--- src/rtl/eth_vlg_pkg.sv ---
`default_nettype none
// ----------------------------------------------------------------------------
// Package  : eth_vlg_pkg
// Purpose  : Byte-stream type shared by the Ethernet frame pipeline.
// Revision : 1.0 - initial release
// ----------------------------------------------------------------------------
package eth_vlg_pkg;

  // One byte lane with framing flags
  typedef struct packed {
    logic [7:0] dat;
    logic       val;
    logic       sof;
    logic       eof;
    logic       err;
  } stream_t;

endpackage : eth_vlg_pkg
`default_nettype wire

--- src/rtl/mac_vlg_pkg.sv ---
`default_nettype none
// ----------------------------------------------------------------------------
// Package  : mac_vlg_pkg
// Purpose  : MAC header metadata and the TX arbiter state encoding.
// Revision : 1.0 - initial release
// ----------------------------------------------------------------------------
package mac_vlg_pkg;

  // Header fields the MAC needs to build the Ethernet header
  typedef struct packed {
    logic [47:0] dst;
    logic [47:0] src;
    logic [15:0] ethertype;
  } mac_meta_t;

  // TX arbiter grant phases
  typedef enum logic [1:0] {
    IDLE     = 2'd0,
    WAIT_ACC = 2'd1,
    ACTIVE   = 2'd2
  } arb_state_t;

endpackage : mac_vlg_pkg
`default_nettype wire

--- src/rtl/rr_pick.sv ---
`default_nettype none
// ----------------------------------------------------------------------------
// Module   : rr_pick
// Purpose  : Combinational round-robin priority encoder. Returns the first
//            set request at or after ptr, wrapping modulo N.
// Revision : 1.0 - initial release
// ----------------------------------------------------------------------------
module rr_pick #(
  parameter int  N   = 2,
  localparam int W_N = (N > 1) ? $clog2(N) : 1
) (
  input  logic [N-1:0]   req,
  input  logic [W_N-1:0] ptr,
  output logic [W_N-1:0] idx,
  output logic           vld
);

  logic [N-1:0] rot;   // requests rotated so bit 0 is the one at ptr
  logic [W_N:0] sum;   // ptr + offset before the modulo-N fold

  // Lowest set bit of the rotated vector wins; loop runs downward so it lands last
  always_comb begin
    rot = N'({req, req} >> ptr);
    idx = '0;
    vld = 1'b0;
    sum = '0;
    for (int k = N - 1; k >= 0; k--) begin
      if (rot[k]) begin
        vld = 1'b1;
        sum = {1'b0, ptr} + (W_N + 1)'(k);
        idx = (sum >= (W_N + 1)'(N)) ? W_N'(sum - (W_N + 1)'(N)) : W_N'(sum);
      end
    end
  end

endmodule : rr_pick
`default_nettype wire

--- src/rtl/mac_tx_arb.sv ---
`default_nettype none
// ----------------------------------------------------------------------------
// Module   : mac_tx_arb
// Purpose  : Round-robin arbiter sharing one MAC TX port among N frame
//            sources, with the grant locked for a full frame and a watchdog
//            that frees a grant the MAC never accepts or completes.
// Revision : 1.0 - initial release
// ----------------------------------------------------------------------------
module mac_tx_arb
  import eth_vlg_pkg::*;
  import mac_vlg_pkg::*;
#(
  parameter int  N       = 2,
  parameter int  TIMEOUT = 65535,
  localparam int W_N     = (N > 1) ? $clog2(N) : 1
) (
  input  logic                  clk,
  input  logic                  rst,
  input  logic [N-1:0]          src_rdy,
  input  stream_t [N-1:0]       src_strm,
  input  mac_meta_t [N-1:0]     src_meta,
  output logic [N-1:0]          src_req,
  output logic [N-1:0]          src_acc,
  output logic [N-1:0]          src_done,
  output logic                  mac_rdy,
  output stream_t               mac_strm,
  output mac_meta_t             mac_meta,
  input  logic                  mac_req,
  input  logic                  mac_acc,
  input  logic                  mac_done,
  output logic [N-1:0]          gnt,
  output logic                  busy,
  output logic                  tmo
);

  localparam int             WD_W    = (TIMEOUT > 1) ? $clog2(TIMEOUT) : 1;
  localparam logic [WD_W-1:0] WD_LAST = WD_W'((TIMEOUT > 0) ? TIMEOUT - 1 : 0);

  arb_state_t     state, state_nxt;
  logic [W_N-1:0] g;          // index of the held grant
  logic [W_N-1:0] rr;         // search start for the next arbitration
  logic [W_N-1:0] pick_idx;
  logic           pick_vld;
  logic [WD_W-1:0] wd_cnt;
  logic           wd_hit;
  logic           release_gnt; // grant ends this cycle, rr moves past g
  logic           wd_fire;     // the ending is a watchdog release

  rr_pick #(.N(N)) u_rr_pick (
    .req (src_rdy),
    .ptr (rr),
    .idx (pick_idx),
    .vld (pick_vld)
  );

  assign wd_hit = (TIMEOUT != 0) && (state != IDLE) && (wd_cnt == WD_LAST);

  // State register
  always_ff @(posedge clk) begin
    if (rst) state <= IDLE;
    else     state <= state_nxt;
  end

  // Next state: MAC events beat a source abort, which beats the watchdog
  always_comb begin
    state_nxt   = state;
    release_gnt = 1'b0;
    wd_fire     = 1'b0;
    case (state)
      IDLE: begin
        if (pick_vld) state_nxt = WAIT_ACC;
      end
      WAIT_ACC: begin
        if (mac_done)          release_gnt = 1'b1;
        else if (mac_acc)      state_nxt   = ACTIVE;
        else if (!src_rdy[g])  release_gnt = 1'b1;
        else if (wd_hit) begin
          release_gnt = 1'b1;
          wd_fire     = 1'b1;
        end
      end
      ACTIVE: begin
        if (mac_done) release_gnt = 1'b1;
        else if (wd_hit) begin
          release_gnt = 1'b1;
          wd_fire     = 1'b1;
        end
      end
      default: state_nxt = IDLE;
    endcase
    if (release_gnt) state_nxt = IDLE;
  end

  // Outputs: forward the granted source to the MAC and route MAC strobes back
  always_comb begin
    busy     = (state != IDLE);
    mac_rdy  = (state == WAIT_ACC) && src_rdy[g];
    mac_strm = busy ? src_strm[g] : '0;
    mac_meta = busy ? src_meta[g] : '0;
    src_req  = '0;
    src_acc  = '0;
    src_done = '0;
    if (busy) begin
      src_req[g]  = mac_req;
      src_acc[g]  = mac_acc;
      src_done[g] = mac_done;
    end
  end

  // Grant, rr pointer, watchdog counter and timeout pulse
  always_ff @(posedge clk) begin
    if (rst) begin
      g      <= '0;
      rr     <= '0;
      gnt    <= '0;
      wd_cnt <= '0;
      tmo    <= 1'b0;
    end else begin
      tmo <= wd_fire;
      if (state_nxt != state) wd_cnt <= '0;
      else if (state != IDLE) wd_cnt <= wd_cnt + WD_W'(1);
      if ((state == IDLE) && pick_vld) begin
        g   <= pick_idx;
        gnt <= N'(1) << pick_idx;
      end
      if (release_gnt) begin
        gnt <= '0;
        rr  <= (g == W_N'(N - 1)) ? '0 : g + W_N'(1);
      end
    end
  end

endmodule : mac_tx_arb
`default_nettype wire
--- config.mk ---
export PLATFORM = sky130hd
export DESIGN_NAME = mac_tx_arb
export DESIGN_NICKNAME = d
export VERILOG_FILES = /design/src/rtl/eth_vlg_pkg.sv /design/src/rtl/mac_vlg_pkg.sv /design/src/rtl/rr_pick.sv /design/src/rtl/mac_tx_arb.sv
export SDC_FILE = /design/constraint.sdc
export NUM_CORES = 1
export LEC_CHECK = 0
export CAP_MARGIN = 20
export CORE_AREA = 2 2 153 155
export CTS_BUF_LIST = sky130_fd_sc_hd__clkbuf_16
export DETAILED_ROUTE_END_ITERATION = 16
export DIE_AREA = 0 0 155 157
export PLACE_DENSITY = 0.46
export SYNTH_ARGS = -nofsm -noshare
export SYNTH_HDL_FRONTEND = slang
export SYNTH_SLANG_ARGS = --single-unit
--- constraint.sdc ---
create_clock -name clk -period 2.5 [get_ports clk]
set_input_delay 0.5 -clock clk [delete_from_list [all_inputs] [get_ports clk]]
set_output_delay 0.5 -clock clk [all_outputs]
set_load 0.005 [all_outputs]
# After elaboration in Yosys (flattened, before gate mapping)
# Index checks and enable logic that the tools add are counted.
# W data, S select, Z words.
word_totals:
  reg_bits: 23
  in_bits: 255
  output_inout_bits: 135
  elab_cells: 68
classes:
  add_sub_neg: 5
  n_lt_le_gt_ge: 4
  n_eq_ne: 4
  n_shift: 2
  n_mux: 36
  bitwise: 3
  n_reduce_logical: 8
op_table:
  columns: ["op", "count"]
  rows:
  - ["$mux W112", 3]
  - ["$mux W12", 3]
  - ["$mux W1", 19]
  - ["$add A16 B1 Y16 const B", 1]
  - ["$eq A16 B16 Y1 const B", 1]
  - ["$mux W2", 7]
  - ["$and A2 B2 Y2", 3]
  - ["$pmux W2 S3", 1]
  - ["$logic_and A1 B1 Y1", 4]
  - ["$pmux W1 S2", 2]
  - ["$reduce_or A2 Y1", 2]
  - ["$shr A4 B1 Y2", 1]
  - ["$add A1 B1 Y2 const B", 1]
  - ["$eq A2 B1 Y1 const B", 1]
  - ["$eq A2 B2 Y1 const B", 1]
  - ["$ge A1 B2 Y1 const B", 1]
  - ["$ge A2 B2 Y1 const B", 1]
  - ["$logic_not A2 Y1", 1]
  - ["$lt A1 B2 Y1 const B", 1]
  - ["$ne A2 B2 Y1", 1]
  - ["$reduce_bool A2 Y1", 1]
  - ["$shl A1 B1 Y2 const A", 1]
  - ["$sub A1 B1 Y1 const B", 2]
  - ["$add A1 B1 Y1 const B", 1]
  - ["other kinds (2)", 2]

# Logic depth before layout (Yosys ltp)
logic_depth:
  depth_word: 10
  depth_mapped: 9
  mapped_depth_nobuf: 7

# By module
# Synthesis repeated with hierarchy kept, for this count alone.
hier_totals:
  hier_cells: 426
  hier_area_um2: 3156.8
by_module_without_submodules:
  columns: ["module", "n_inst", "cells_each", "area_per_inst_um2", "seq_area_each_um2"]
  rows:
  - ["mac_tx_arb", 1, 423, 3139.3, 460.4]
  - ["rr_pick", 1, 3, 17.5, 0.0]

# Worst setup path before layout
# No wires, ideal clock.
synth_timing:
  path_kind: "reg-to-reg"
  startpoint: "register state[1]"
  endpoint: "register wd_cnt[10]"
  arrival_ns: 1.934
  required_ns: 2.380
  path_slack_ns: 0.446
  stages_incl_launch_ff: 9
  n_path_buf: 1
  period_less_slack_ns: 2.054
  path_cell_list: "dfxtp_1 inv_1 ha_1 and4bb_1 or4_1 nor4bb_1 o21bai_2 buf_6 a21oi_1"
synth_via:
  elab_chain_len: 10
  elab_cells_between_ends: 18
synth_rtl:
  columns: ["element", "line", "source"]
  rows:
  - ["from (decl)", "mac_tx_arb.sv:39", "arb_state_t state, state_nxt;"]
  - ["from (signal assigned)", "mac_tx_arb.sv:61", "else state <= state_nxt;"]
  - ["$reduce_bool A2 Y1", "mac_tx_arb.sv:56, mac_tx_arb.sv:121", null]
  - ["$logic_and A1 B1 Y1", "mac_tx_arb.sv:56", "assign wd_hit = (TIMEOUT != 0) && (state != IDLE) && (wd_cnt == WD_LAST);"]
  - ["$mux W1", "mac_tx_arb.sv:77, mac_tx_arb.sv:84", null]
  - ["$mux W1", "mac_tx_arb.sv:76", "else if (!src_rdy[g]) release_gnt = 1'b1;"]
  - ["$mux W1", "mac_tx_arb.sv:75", "else if (mac_acc) state_nxt = ACTIVE;"]
  - ["$mux W1", "mac_tx_arb.sv:74", "if (mac_done) release_gnt = 1'b1;"]
  - ["$pmux W1 S2", "mac_tx_arb.sv:69", "case (state)"]
  - ["$mux W2", "mac_tx_arb.sv:91", "if (release_gnt) state_nxt = IDLE;"]
  - ["$ne A2 B2 Y1", "mac_tx_arb.sv:120", "if (state_nxt != state) wd_cnt <= '0;"]
  - ["$reduce_or A2 Y1 (no source line)", null, null]
  - ["to (signal assigned)", "mac_tx_arb.sv:121", "else if (state != IDLE) wd_cnt <= wd_cnt + WD_W'(1);"]
  - ["to (decl)", "mac_tx_arb.sv:44", "logic [WD_W-1:0] wd_cnt;"]
# Several ways; a longest one is shown, not always the timed one.
# A chain may end at the register's enable or synchronous reset.

# Worst setup path in the final report
layout_timing:
  startpoint: "input port src_rdy[1]"
  endpoint: "output port mac_rdy"
layout_via:
  elab_chain_len: 3
layout_rtl:
  columns: ["element", "line", "source"]
  rows:
  - ["from (decl)", "mac_tx_arb.sv:19", "input logic [N-1:0] src_rdy,"]
  - ["$mux W1 (implied by the code) (2 in series)", "mac_tx_arb.sv:97", "mac_rdy = (state == WAIT_ACC) && src_rdy[g];"]
  - ["$logic_and A1 B1 Y1", "mac_tx_arb.sv:97", null]
  - ["to (decl)", "mac_tx_arb.sv:25", "output logic mac_rdy,"]
# No other way between the ends. The select of a mux whose other input is x is not followed.

==> reports/metrics.cfg <==
[worst_setup_path]
critPathKind = in -> out
crit_chain = clkdlybuf4s50_1 > mux2_1 > and2_1 > clkdlybuf4s50_1
cpMostUsedCell = clkdlybuf4s50_1
cp_max_fo = 5
r2r_cells = 9
critPathTopFamily = buffers and inverters
max_stage_delay_ns = 0.47
critPathRequiredTime_ns = 2.00
path_buf_inv = 2
cp.depth = 4
crit_arrival_ns = 1.92
end_kind = output pin
cp_slowest_cell = clkdlybuf4s50_1
worst_setup_path_start_kind = input pin

[floorplanning]
ioPinCount = 390
core_area_um2 = 22500
dieArea_um2 = 24300
die_x_um = 155
start_util_pct = 14.0
row_count = 55
die_h_um = 157

[grt]
grt-ovfl-total = 0
grt_max_degree = 76
grt_pass1_wl_mm = 28.9
grt_use_total_pct = 15.6
grt_pass1_vias = 4534
grt_antenna_before_repair = 3

[worst_hold_path]
holdPathStages = 2
worstHoldPathType = reg -> reg

[detailed_routing]
route.detailed.drc = 0
drtAntennaViolNets = 0
drt_wl_total_mm = 20.8
wire_per_inst_um = 18.7
vias = 4367
dr.pass1.iters = 4
drt_iter0_markers = 94
via_per_inst = 3.94

[sta]
fin_worst_skew_ns = 0.00246
relSlewSlack_pct = 72.6
setup_violations = 0
min_period_ns = 2.42
finalCritPeriodShare_pct = 97.0
setup_slack_ns = 0.0754
rsz0062_at_grt = no
worst_pin_slew_ns = 0.399
drv_slew = 0
fmax_mhz = 412
hold_viol_final = 0

[logic_synthesis]
syn_area_per_cell_um2 = 7.34
synth_ff_type = dfxtp_1
synth.cell_area_um2 = 3150
synth_top_area_cell = mux2i_1
synth_common_cells = nor2_1 (136), mux2i_1 (124), dfxtp_1 (23), a21oi_1 (22), clkbuf_1 (16)
syn_nets = 690
ys_types = 44
synth-seq-cells = 23
synth_async_sr_flop_share_pct = 0
ys.warnings.count = 0
ys_seq_area_share_pct = 14.6
synth-edff-count = 0
yosys-top-cells-area = mux2i_1 (39%), nor2_1 (16%), dfxtp_1 (15%)
synth.top_cell.area_share_pct = 39.4
synth_cells = 429
synth_most_common_cell = nor2_1

[place]
place.port_buffers = 389
place_ws_ns = -0.0395
hpwl_mm = 17.4
placed_cells = 1095
gp_congestion = 0.810
dpl_cell_area_um2 = 7600

[job]
max-cap-violations = 0

[pwr]
vdd_drop_max_mv = 0.340
p_per_area_nw_per_um2 = 610
p_leak_nw = 2.79

[clocking]
cts_buffer_depth = 2
htree_num_levels = 1
cts_hold_buf = 0
cts-buffers-inserted = 3
clk-insertion-delay-late_ns = 0.25
cts_sinks = 23
cts_root_buffer = clkbuf_16
clkTransAtPathRegs_ns = 0.06
cts_tree = done

[finish]
drive_gt1_share_pct = 5.25
area_delta_synth_final_pct = 147
final_area_um2 = 7790
stdcell_count = 1108
layout.nets = 1081

[outcome]
status = completed

## metrics by stage
stage / util (%) / setup TNS (ns) / power (mW) / hold slack [ns]
2_1_floorplan: - / 0 / 1.94 / 0.479
3_3_place_gp: 33.8 / -0.0715 / 4.39 / 0.477
3_5_place_dp: 33.8 / -0.0395 / 4.32 / 0.488
4_1_cts: 34.2 / 0 / 4.73 / 0.503
5_1_grt: 34.6 / 0 / 5.13 / 0.543
6_report: 34.6 / 0 / 4.75 / 0.494
## placed cells by master (no fill, tap or decap), drive strengths merged, types with 2 or more instances in the layout
master,instances
clkdlybuf4s50,388
nand4,7
and4b,2
and3,5
clkbuf,4
diode,4
a21oi,23
or2b,2
xor2,9
nor4bb,2
ha,6
o21ai,2
xnor2,6
nor2b,3
dfxtp,23
inv,7
mux2i,124
nor3,4
nand2,8
buf,29
and2,7
nor2,136
## worst paths after layout
kind | startpoint | to | slack, ns
worst max-delay path | src_rdy[1] | mac_rdy | 0.08
worst max register to register | state[0] | wd_cnt[0] | 0.26
worst min-delay path | gnt[0] | gnt[0] | 0.49
worst min register to register | gnt[0] | gnt[0] | 0.49
## kinds of logic after synthesis
kind of cell	count (synthesis)	share of synthesized area, %
AOI/OAI and AO/OA	36	7.40
xor gates and xnor gates	15	4.18
adders and majority gates	6	2.39
buffers and inverters	39	5.49
DFF	23	14.6
muxes	125	39.8
and+or+nand+nor	185	26.1
## what timing repair did
| item | 4_1_cts | 5_1_grt |
|---|---|---|
| resized for setup | 3 | 2 |
| cloned | 0 | 1 |
| pin swaps | 0 | 1 |
| setup endpoints to repair | 7 | 90 |
| setup buffers | 0 | 4 |
## routing by layer
metal	global-route usage (%)	vias to the layer above	part of all wire, %
met4	2.03	0	0.72
met1	18.1	1949	41
li1	-	2263	-
met2	28.3	143	51
met3	5.67	12	7.5
met5	0	-	0
## tightest hold or removal path: cells and delay by family (launching register included)
family | cells | cell delay, ns
simple gates | 1 | 0.07
compound gates | 1 | 0.06
flops | 1 | 0.33
## registers in the layout (all words and copies together), names as in the netlist
register,count
gnt,2
wd_cnt,16
g,1
state,2
rr,1
tmo,1
## power by group
part / total, mW / internal (mW) / switching [mW]
Combinational: 3.97 / 2.31 / 1.66
Sequential: 0.440 / 0.408 / 0.0314
Clock: 0.340 / 0.213 / 0.127
## layout make-up
cell class / count / area [um2]
antenna: 4 / 10.0
clock inverter: 1 / 3.75
fill: 2348 / 14700
multi-input combinational: 367 / 2530
tap: 285 / 357
clock buffer: 3 / 75.1
timing repair buffer: 419 / 4320
inverter: 6 / 22.5
sequential: 23 / 464
Power figures use the tool's default switching activity.
